$ cat src/rtl/iob_sram_ctrl_if.sv
// IOb request/response bus between the Wishbone-to-IOb bridge (master)
// and the SRAM controller (slave).
interface iob_sram_ctrl_if #(
  parameter int ADDR_W = 32,
  parameter int DATA_W = 32
);

  logic                  valid_i;
  logic [ADDR_W-1:0]     address_i;
  logic [DATA_W-1:0]     wdata_i;
  logic [DATA_W/8-1:0]   wstrb_i;
  logic [DATA_W-1:0]     rdata_o;
  logic                  ready_o;

  modport master (
    output valid_i,
    output address_i,
    output wdata_i,
    output wstrb_i,
    input  rdata_o,
    input  ready_o
  );

  modport slave (
    input  valid_i,
    input  address_i,
    input  wdata_i,
    input  wstrb_i,
    output rdata_o,
    output ready_o
  );

endinterface

$ cat src/rtl/iob_sram_ctrl.sv
// IOb slave serving single-word requests from a single-port synchronous
// SRAM. Every transaction takes a fixed 4+WAIT_STATES cycles:
// IDLE (capture) -> ACCESS -> WAIT x WAIT_STATES -> LATCH -> RESP.
// All outputs are registered; ready has no combinational path from valid,
// since the upstream bridge gates its valid with ready.
module iob_sram_ctrl #(
  parameter int ADDR_W      = 32,
  parameter int DATA_W      = 32,
  parameter int MEM_ADDR_W  = 10,
  parameter int WAIT_STATES = 0
) (
  input  logic                  clk_i,
  input  logic                  arst_n_i,
  iob_sram_ctrl_if.slave        iob,
  output logic                  mem_en_o,
  output logic [DATA_W/8-1:0]   mem_we_o,
  output logic [MEM_ADDR_W-1:0] mem_addr_o,
  output logic [DATA_W-1:0]     mem_wdata_o,
  input  logic [DATA_W-1:0]     mem_rdata_i
);

  localparam int STRB_W = DATA_W / 8;
  // Byte offset bits within one data word.
  localparam int OFF = $clog2(STRB_W);
  localparam logic [3:0] WAIT_INIT = 4'(WAIT_STATES);

  typedef enum logic [2:0] {
    S_IDLE   = 3'd0,
    S_ACCESS = 3'd1,
    S_WAIT   = 3'd2,
    S_LATCH  = 3'd3,
    S_RESP   = 3'd4
  } state_t;

  state_t                state_r;
  state_t                state_s;
  logic [3:0]            cnt_r;
  logic [3:0]            cnt_s;
  logic                  capture_s;

  // Registered request.
  logic [MEM_ADDR_W-1:0] addr_r;
  logic [DATA_W-1:0]     wdata_r;
  logic [STRB_W-1:0]     strb_r;

  // Registered SRAM strobes and response.
  logic                  en_r;
  logic [STRB_W-1:0]     we_r;
  logic                  en_s;
  logic [STRB_W-1:0]     we_s;
  logic                  ready_r;
  logic                  ready_s;
  logic [DATA_W-1:0]     rdata_r;
  logic                  latch_s;

  // Word address: low byte-offset bits dropped, upper bits alias.
  logic [MEM_ADDR_W-1:0] word_s;
  assign word_s = iob.address_i[MEM_ADDR_W+OFF-1:OFF];

  // Address bits that do not take part in word selection.
  logic unused_lo;
  assign unused_lo = ^iob.address_i[OFF-1:0];

  if (ADDR_W > MEM_ADDR_W + OFF) begin : g_alias
    logic unused_hi;
    assign unused_hi = ^iob.address_i[ADDR_W-1:MEM_ADDR_W+OFF];
  end

  // Next-state, wait counter and request-capture decode.
  always_comb begin
    state_s   = state_r;
    cnt_s     = cnt_r;
    capture_s = 1'b0;
    case (state_r)
      S_IDLE: begin
        if (iob.valid_i) begin
          capture_s = 1'b1;
          cnt_s     = WAIT_INIT;
          state_s   = S_ACCESS;
        end else begin
          state_s   = S_IDLE;
        end
      end
      S_ACCESS: begin
        if (WAIT_INIT != 4'd0) begin
          state_s = S_WAIT;
        end else begin
          state_s = S_LATCH;
        end
      end
      S_WAIT: begin
        cnt_s = cnt_r - 4'd1;
        // Leaving on a count of 1 yields exactly WAIT_STATES cycles here;
        // the <= also guards against a corrupted zero count.
        if (cnt_r <= 4'd1) begin
          state_s = S_LATCH;
        end else begin
          state_s = S_WAIT;
        end
      end
      S_LATCH: begin
        state_s = S_RESP;
      end
      S_RESP: begin
        state_s = S_IDLE;
      end
      default: begin
        state_s = S_IDLE;
        cnt_s   = 4'd0;
      end
    endcase
  end

  // Output next-values: SRAM strobes only in the cycle after capture,
  // ready in the cycle after LATCH.
  always_comb begin
    en_s    = 1'b0;
    we_s    = '0;
    ready_s = 1'b0;
    latch_s = 1'b0;
    if (capture_s) begin
      en_s = 1'b1;
      we_s = iob.wstrb_i;
    end else begin
      en_s = 1'b0;
      we_s = '0;
    end
    if (state_r == S_LATCH) begin
      ready_s = 1'b1;
      latch_s = 1'b1;
    end else begin
      ready_s = 1'b0;
      latch_s = 1'b0;
    end
  end

  // State register and wait counter.
  always_ff @(posedge clk_i or negedge arst_n_i) begin
    if (!arst_n_i) begin
      state_r <= S_IDLE;
      cnt_r   <= 4'd0;
    end else begin
      state_r <= state_s;
      cnt_r   <= cnt_s;
    end
  end

  // Request capture; address/data keep driving the SRAM after ACCESS.
  always_ff @(posedge clk_i or negedge arst_n_i) begin
    if (!arst_n_i) begin
      addr_r  <= '0;
      wdata_r <= '0;
      strb_r  <= '0;
    end else if (capture_s) begin
      addr_r  <= word_s;
      wdata_r <= iob.wdata_i;
      strb_r  <= iob.wstrb_i;
    end
  end

  // SRAM enable and byte write enables, high for the ACCESS cycle only.
  always_ff @(posedge clk_i or negedge arst_n_i) begin
    if (!arst_n_i) begin
      en_r <= 1'b0;
      we_r <= '0;
    end else begin
      en_r <= en_s;
      we_r <= we_s;
    end
  end

  // Response: ready pulse during RESP; read data captured in LATCH
  // (zero for writes) and held until the next LATCH.
  always_ff @(posedge clk_i or negedge arst_n_i) begin
    if (!arst_n_i) begin
      ready_r <= 1'b0;
      rdata_r <= '0;
    end else begin
      ready_r <= ready_s;
      if (latch_s) begin
        rdata_r <= (strb_r == '0) ? mem_rdata_i : '0;
      end
    end
  end

  assign mem_en_o    = en_r;
  assign mem_we_o    = we_r;
  assign mem_addr_o  = addr_r;
  assign mem_wdata_o = wdata_r;
  assign iob.ready_o = ready_r;
  assign iob.rdata_o = rdata_r;

endmodule

$ cat src/flat_wrapper.sv
// flat-port wrapper written by rule: the top's interface ports become plain ports
module iob_sram_ctrl_flat 
#(
  parameter int ADDR_W      = 32,
  parameter int DATA_W      = 32,
  parameter int MEM_ADDR_W  = 10,
  parameter int WAIT_STATES = 0
)
  (clk_i, arst_n_i, mem_en_o, mem_we_o, mem_addr_o, mem_wdata_o, mem_rdata_i, iob_valid_i, iob_address_i, iob_wdata_i, iob_wstrb_i, iob_rdata_o, iob_ready_o);
  iob_sram_ctrl_if #(.ADDR_W(ADDR_W), .DATA_W(DATA_W)) iob_i ();
  input  logic clk_i;
  input  logic arst_n_i;
  output logic mem_en_o;
  output logic [DATA_W/8-1:0] mem_we_o;
  output logic [MEM_ADDR_W-1:0] mem_addr_o;
  output logic [DATA_W-1:0] mem_wdata_o;
  input  logic [DATA_W-1:0] mem_rdata_i;
  input wire logic [$bits(iob_i.valid_i)-1:0] iob_valid_i;
  input wire logic [$bits(iob_i.address_i)-1:0] iob_address_i;
  input wire logic [$bits(iob_i.wdata_i)-1:0] iob_wdata_i;
  input wire logic [$bits(iob_i.wstrb_i)-1:0] iob_wstrb_i;
  output wire logic [$bits(iob_i.rdata_o)-1:0] iob_rdata_o;
  output wire logic [$bits(iob_i.ready_o)-1:0] iob_ready_o;
  assign iob_i.valid_i = iob_valid_i;
  assign iob_i.address_i = iob_address_i;
  assign iob_i.wdata_i = iob_wdata_i;
  assign iob_i.wstrb_i = iob_wstrb_i;
  assign iob_rdata_o = iob_i.rdata_o;
  assign iob_ready_o = iob_i.ready_o;
  iob_sram_ctrl #(.ADDR_W(ADDR_W), .DATA_W(DATA_W), .MEM_ADDR_W(MEM_ADDR_W), .WAIT_STATES(WAIT_STATES)) u_core (.clk_i(clk_i), .arst_n_i(arst_n_i), .iob(iob_i), .mem_en_o(mem_en_o), .mem_we_o(mem_we_o), .mem_addr_o(mem_addr_o), .mem_wdata_o(mem_wdata_o), .mem_rdata_i(mem_rdata_i));
endmodule
$ cat config.mk
export PLATFORM = sky130hd
export DESIGN_NAME = iob_sram_ctrl_flat
export DESIGN_NICKNAME = d
export VERILOG_FILES = /design/src/rtl/iob_sram_ctrl_if.sv /design/src/rtl/iob_sram_ctrl.sv /design/src/flat_wrapper.sv
export SDC_FILE = /design/constraint.sdc
export NUM_CORES = 1
export LEC_CHECK = 0
export CELL_PAD_IN_SITES_DETAIL_PLACEMENT = 1
export CELL_PAD_IN_SITES_GLOBAL_PLACEMENT = 1
export CORE_MARGIN = 2
export CORE_UTILIZATION = 48
export DETAILED_ROUTE_END_ITERATION = 16
export DONT_BUFFER_PORTS = 1
export HOLD_SLACK_MARGIN = 0.03
export PLACE_DENSITY_LB_ADDON = 0.1
export SYNTH_ARGS = -nofsm -noshare
export SYNTH_HDL_FRONTEND = slang
export SYNTH_SLANG_ARGS = --single-unit
$ cat constraint.sdc
create_clock -name clk_i -period 2.15 [get_ports clk_i]
set_input_delay 0.3225 -clock clk_i [delete_from_list [all_inputs] [get_ports clk_i]]
set_output_delay 0.3225 -clock clk_i [all_outputs]
set_load 0.1 [all_outputs]
### Word-level counts from Yosys, hierarchy flattened

Cells that the tools add are included.

* add/sub/neg operators: 1
* order comparisons: 1
* equal/unequal tests: 5
* muxes and demuxes: 11
* bitwise operators: 1
* reduce and logical (&&, ||, !) cells: 4

Operators with widths (count)
* 2-to-1 mux 32 bit: 1
* case mux 3 bit (4 select lines): 1
* case mux 4 bit (3 select lines): 1
* 2-to-1 mux 4 bit: 2
* == test 3 x 2 -> 1 bit, second input constant: 2
* 2-to-1 mux 1 bit: 6
* less-or-equal comparator 4 x 1 -> 1 bit, second input constant: 1
* logical NOT 4 bit: 1
* subtractor 4 x 1 -> 4 bit, second input constant: 1
* == test 3 x 1 -> 1 bit, second input constant: 1
* == test 3 bit, second input constant: 1
* logical NOT 3 bit: 1
* OR reduction 3 bit: 1
* != test 2 bit, second input constant: 1
* AND reduction 2 bit: 1
* NOT 1 bit: 1

* bits in registers: 91
* input port bits: 103
* output and inout bits: 80

### Logic depth before layout (Yosys ltp)

* depth in word-level cells: 4
* depth in mapped cells: 5
* mapped depth without buffers: 4

### Least setup slack after synthesis

OpenSTA, ideal clock, no wires.

* kind: reg2reg
* from: reg u_core.state_r[2]
* to: reg u_core.addr_r[9] (netlist: u_core.mem_addr_o[9])
* library setup time: 0.125 ns
* data arrival time: 1.379 ns
* data required time: 2.025 ns
* slack: 0.646 ns
* stages on the path, launching flop included: 5
* path buffers: 1
* clock period less this slack: 1.504 ns
* cell sequence: dfrtp_1 -> nand2b_4 -> nor3_4 -> buf_6 -> mux2_2

* word-level cells in the longest chain between the ends: 2

Ends and longest elaborated chain
* from (decl): line iob_sram_ctrl.sv:35 `state_t state_r;`
* from (signal assigned): line iob_sram_ctrl.sv:143 `state_r <= state_s;`
* logical NOT 3 bit: line iob_sram_ctrl.sv:74 `case (state_r)`
* 2-to-1 mux 1 bit: line iob_sram_ctrl.sv:74
* to (signal assigned): line iob_sram_ctrl.sv:155 `addr_r <= word_s;`
* to (decl): line iob_sram_ctrl.sv:42 `logic [MEM_ADDR_W-1:0] addr_r;`

Every way passes these cells.
A chain may end at the register's enable or synchronous reset.

### Final worst setup path

* from: reg u_core.strb_r[1]
* to: reg u_core.rdata_r[21] (netlist: u_core.iob.rdata_o[21])

* word-level cells in the longest chain between the ends: 2

Ends and longest elaborated chain
* from (decl): line iob_sram_ctrl.sv:44 `logic [STRB_W-1:0] strb_r;`
* from (signal assigned): line iob_sram_ctrl.sv:157 `strb_r <= iob.wstrb_i;`
* logical NOT 4 bit: line iob_sram_ctrl.sv:181 `rdata_r <= (strb_r == '0) ? mem_rdata_i : '0;`
* 2-to-1 mux 32 bit: line iob_sram_ctrl.sv:181
* to (signal assigned): line iob_sram_ctrl.sv:181
* to (decl): line iob_sram_ctrl.sv:53 `logic [DATA_W-1:0] rdata_r;`

Every way passes these cells.

==> impl_metrics.py <==
metrics = {
    "cells_and_area": {
        "leading_cell_type_in_the_layout_fill_and_taps_excluded": "sky130_fd_sc_hd__dfrtp_1",
        "nNetsFinal": 369,
        "area.sequential_um2": 2280,
        "fill_cells": 674,
        "finalInstanceArea_um2": 4090,
        "final_cells": 367,
        "synthToLayoutAreaGrowth_pct": 16.3,
        "number_of_antenna_cells_inserted": 0,
        "multi_input_comb_area_um2": 1120,
        "mostFrequentLayoutCells": "sky130_fd_sc_hd__dfrtp_1 (91), sky130_fd_sc_hd__mux2_2 (43), sky130_fd_sc_hd__buf_4 (40)",
        "drive_above_1_share": 0.489,
    },
    "placed_design": {
        "post-dp-hpwl_um": 5420,
        "buffer_ports.inserted": 0,
        "total_placed_cells_including_tap_cells": 352,
        "dpl_cell_area_um2": 3850,
        "place.gp.congestion": 0.689,
    },
    "sta": {
        "fin_crit_sh": 0.755,
        "report.final.setup_viol": 0,
        "holdWs_ns": -0.331,
        "post-route-min-period_ns": 1.62,
        "maxSlewHeadroom": 0.384,
        "final-hold-violation-count": 91,
        "grt_setup_unrepaired": "no",
        "maximum_operating_frequency_mhz": 616,
        "setup_total_negative_slack_ns": 0,
        "worst-slew-pin-transition_ns": 0.924,
        "finalClockSkew_ns": 0.00707,
        "slew_viol_final": 0,
    },
    "clock_network": {
        "ctsHtreeMaxLevel": 3,
        "cts_resized": 0,
        "cts.sinks": 91,
        "clkTransAtPathRegs_ns": 0.08,
        "max-clock-path-buffers": 2,
        "post-cts-setup-buffer-count": 0,
        "insertion_delay_ns": 0.34,
        "cts_made_buffers": 9,
        "tritoncts": "done",
        "clk_root_buffer_cell": "sky130_fd_sc_hd__clkbuf_8",
    },
    "global_route": {
        "grt_antenna_before_repair": 0,
        "grt_start_max_net_pins": 92,
        "wire_length_of_the_first_global_routing_pass_um": 10800,
        "grt_util_all_layers": 0.180,
        "vias_in_the_first_global_route": 2137,
        "overflow_after_grt": 0,
    },
    "yosys": {
        "synthDominantAreaCellType": "sky130_fd_sc_hd__dfrtp_1",
        "netlist_instances": 225,
        "synth_area_leaders": "sky130_fd_sc_hd__dfrtp_1 (65%), sky130_fd_sc_hd__mux2_2 (14%), sky130_fd_sc_hd__a22o_2 (8.0%), sky130_fd_sc_hd__buf_6 (2.6%), sky130_fd_sc_hd__a22o_1 (1.0%)",
        "synth.yosys.seq_area_share": 0.647,
        "netlist.area_leader.share": 0.647,
        "synth_nets": 330,
        "synth_area_um2": 3520,
        "yosys_register_bits": 91,
        "ys_types": 33,
        "synth_async_sr_flop_share": 1.00,
        "yosysWarningCount": 0,
        "synth_area_per_cell_um2": 15.6,
        "ys_dominant_reg_cell": "sky130_fd_sc_hd__dfrtp_1",
        "synth_edf_count": 0,
    },
    "drt": {
        "ant_nets": 0,
        "detail_route.wl_per_cell_um": 20.1,
        "wirelength_um": 7380,
        "drt_iter0_markers": 117,
        "drt_drc": 0,
        "first_pass_iters": 4,
        "num_vias": 2011,
        "drt-vias-per-instance": 5.48,
    },
    "die": {
        "top_level_ports": 183,
        "start_util": 0.491,
        "core_area_um2": 7180,
        "die_width_um": 89.6,
        "number_of_rows_in_the_core_area": 31,
        "die_h_um": 89.6,
        "die_area_um2": 8040,
    },
    "critical_path": {
        "crit_path_max_incr_delay_ns": 0.55,
        "cp_slowest_cell": "sky130_fd_sc_hd__or4_4",
        "critical_path.endpoint_type": "flop",
        "startpoint_kind_of_the_worst_setup_timing_path": "flop",
        "critical_path_peak_fanout": 32,
        "r2r_setup_slack_ns": 0.53,
        "worst_r2r_path_depth": 4,
        "required_ns": 2.43,
        "worstSetupPathType": "flop to flop",
        "crit_path_cells": "or4_4 -> nor2_4 -> buf_4 -> a22o_2",
        "rr_endpoint": "u_core.iob.rdata_o[21]$_DFFE_PN0P_",
        "regToRegStartpoint": "u_core.strb_r[1]$_DFFE_PN0P_",
        "crit_arrival_ns": 1.90,
    },
    "status": {
        "violated_checks": "hold timing",
        "status": "finished, violations left",
    },
    "run": {
        "max-cap-violations": 0,
    },
    "min_path": {
        "holdCritPathClass": "input port to asynchronous set/reset pin",
    },
}
synth_stat cells (all sizes together), types with 2 or more instances:
cell type	number
nor3	3
nor2	5
clkbuf	3
nand3	2
nand2	3
nand2b	2
and2	4
a21oi	2
mux2	46
ha	2
o211ai	2
buf	10
inv	4
dfrtp	91
nor2b	3
a22o	32
through the flow:
stage,hold slack [ns],utilization,worst slack (ns)
2_1_floorplan,0.0269,-,0.646
3_3_place_gp,0.0291,0.537,0.583
3_5_place_dp,0.0292,0.537,0.519
4_1_cts,-0.350,0.571,0.512
5_1_grt,-0.350,0.571,0.416
6_report,-0.331,0.571,0.526
cells by family (layout without fill, tap and decap cells):
logic type / Yosys count / after routing / share of synthesized area
and+or+nand+nor: 25 / 25 / 0.0480
AOI/OAI and AO/OA: 42 / 42 / 0.110
DFF: 91 / 91 / 0.647
xor gates and xnor gates: 1 / 1 / 0.00249
adders and majority gates: 2 / 2 / 0.00711
buffers and inverters: 17 / 60 / 0.0359
muxes: 47 / 47 / 0.150
worst max path at each step:
stage / depth (start not counted) / startpoint / slack, ns / end
global placement: 4 / u_core.strb_r[1]$_DFFE_PN0P_ / 0.58 / u_core.iob.rdata_o[7]$_DFFE_PN0P_
detailed placement: 4 / u_core.state_r[2]$_DFF_PN0_ / 0.52 / u_core.mem_wdata_o[13]$_DFFE_PN0P_
floorplan: 4 / u_core.state_r[2]$_DFF_PN0_ / 0.65 / u_core.mem_addr_o[9]$_DFFE_PN0P_
finish: 4 / u_core.strb_r[1]$_DFFE_PN0P_ / 0.53 / u_core.iob.rdata_o[21]$_DFFE_PN0P_
CTS: 4 / u_core.state_r[2]$_DFF_PN0_ / 0.51 / u_core.mem_wdata_o[13]$_DFFE_PN0P_
global route: 4 / u_core.state_r[2]$_DFF_PN0_ / 0.42 / u_core.mem_wdata_o[21]$_DFFE_PN0P_
state kept, by name, summed over array words and instances, names as in the netlist:
register and count:
u_core.cnt_r 4, u_core.iob.rdata_o 32, u_core.iob.ready_o 1, u_core.mem_addr_o 10, u_core.mem_en_o 1, u_core.mem_wdata_o 32, u_core.mem_we_o 4, u_core.state_r 3
u_core.strb_r 4
area by class of cell:
type | instances | area share
clock inverter | 4 | 0.0241
timing repair buffer | 41 | 0.0782
sequential | 91 | 0.556
multi-input combinational | 117 | 0.273
inverter | 4 | 0.00367
tap | 99 | 0.0303
clock buffer | 11 | 0.0345
critical path: cells and delay by family, from the launching register on:
kind | cells | cell delay (ns)
AOI/OAI and AO/OA | 1 | 0.20
and+or+nand+nor | 2 | 0.64
buffers and inverters | 1 | 0.32
DFF | 1 | 0.39
per-layer routing:
layer,GRT usage,up-vias,routed length [um]
li1,-,890,-
met1,0.216,1010,2870
met2,0.303,101,3750
met3,0.0521,10,642
met4,0.0773,0,119
met5,0,-,0
Power is not shown: default switching activity piles up to over one toggle a cycle in this logic, so the estimate is an artifact.
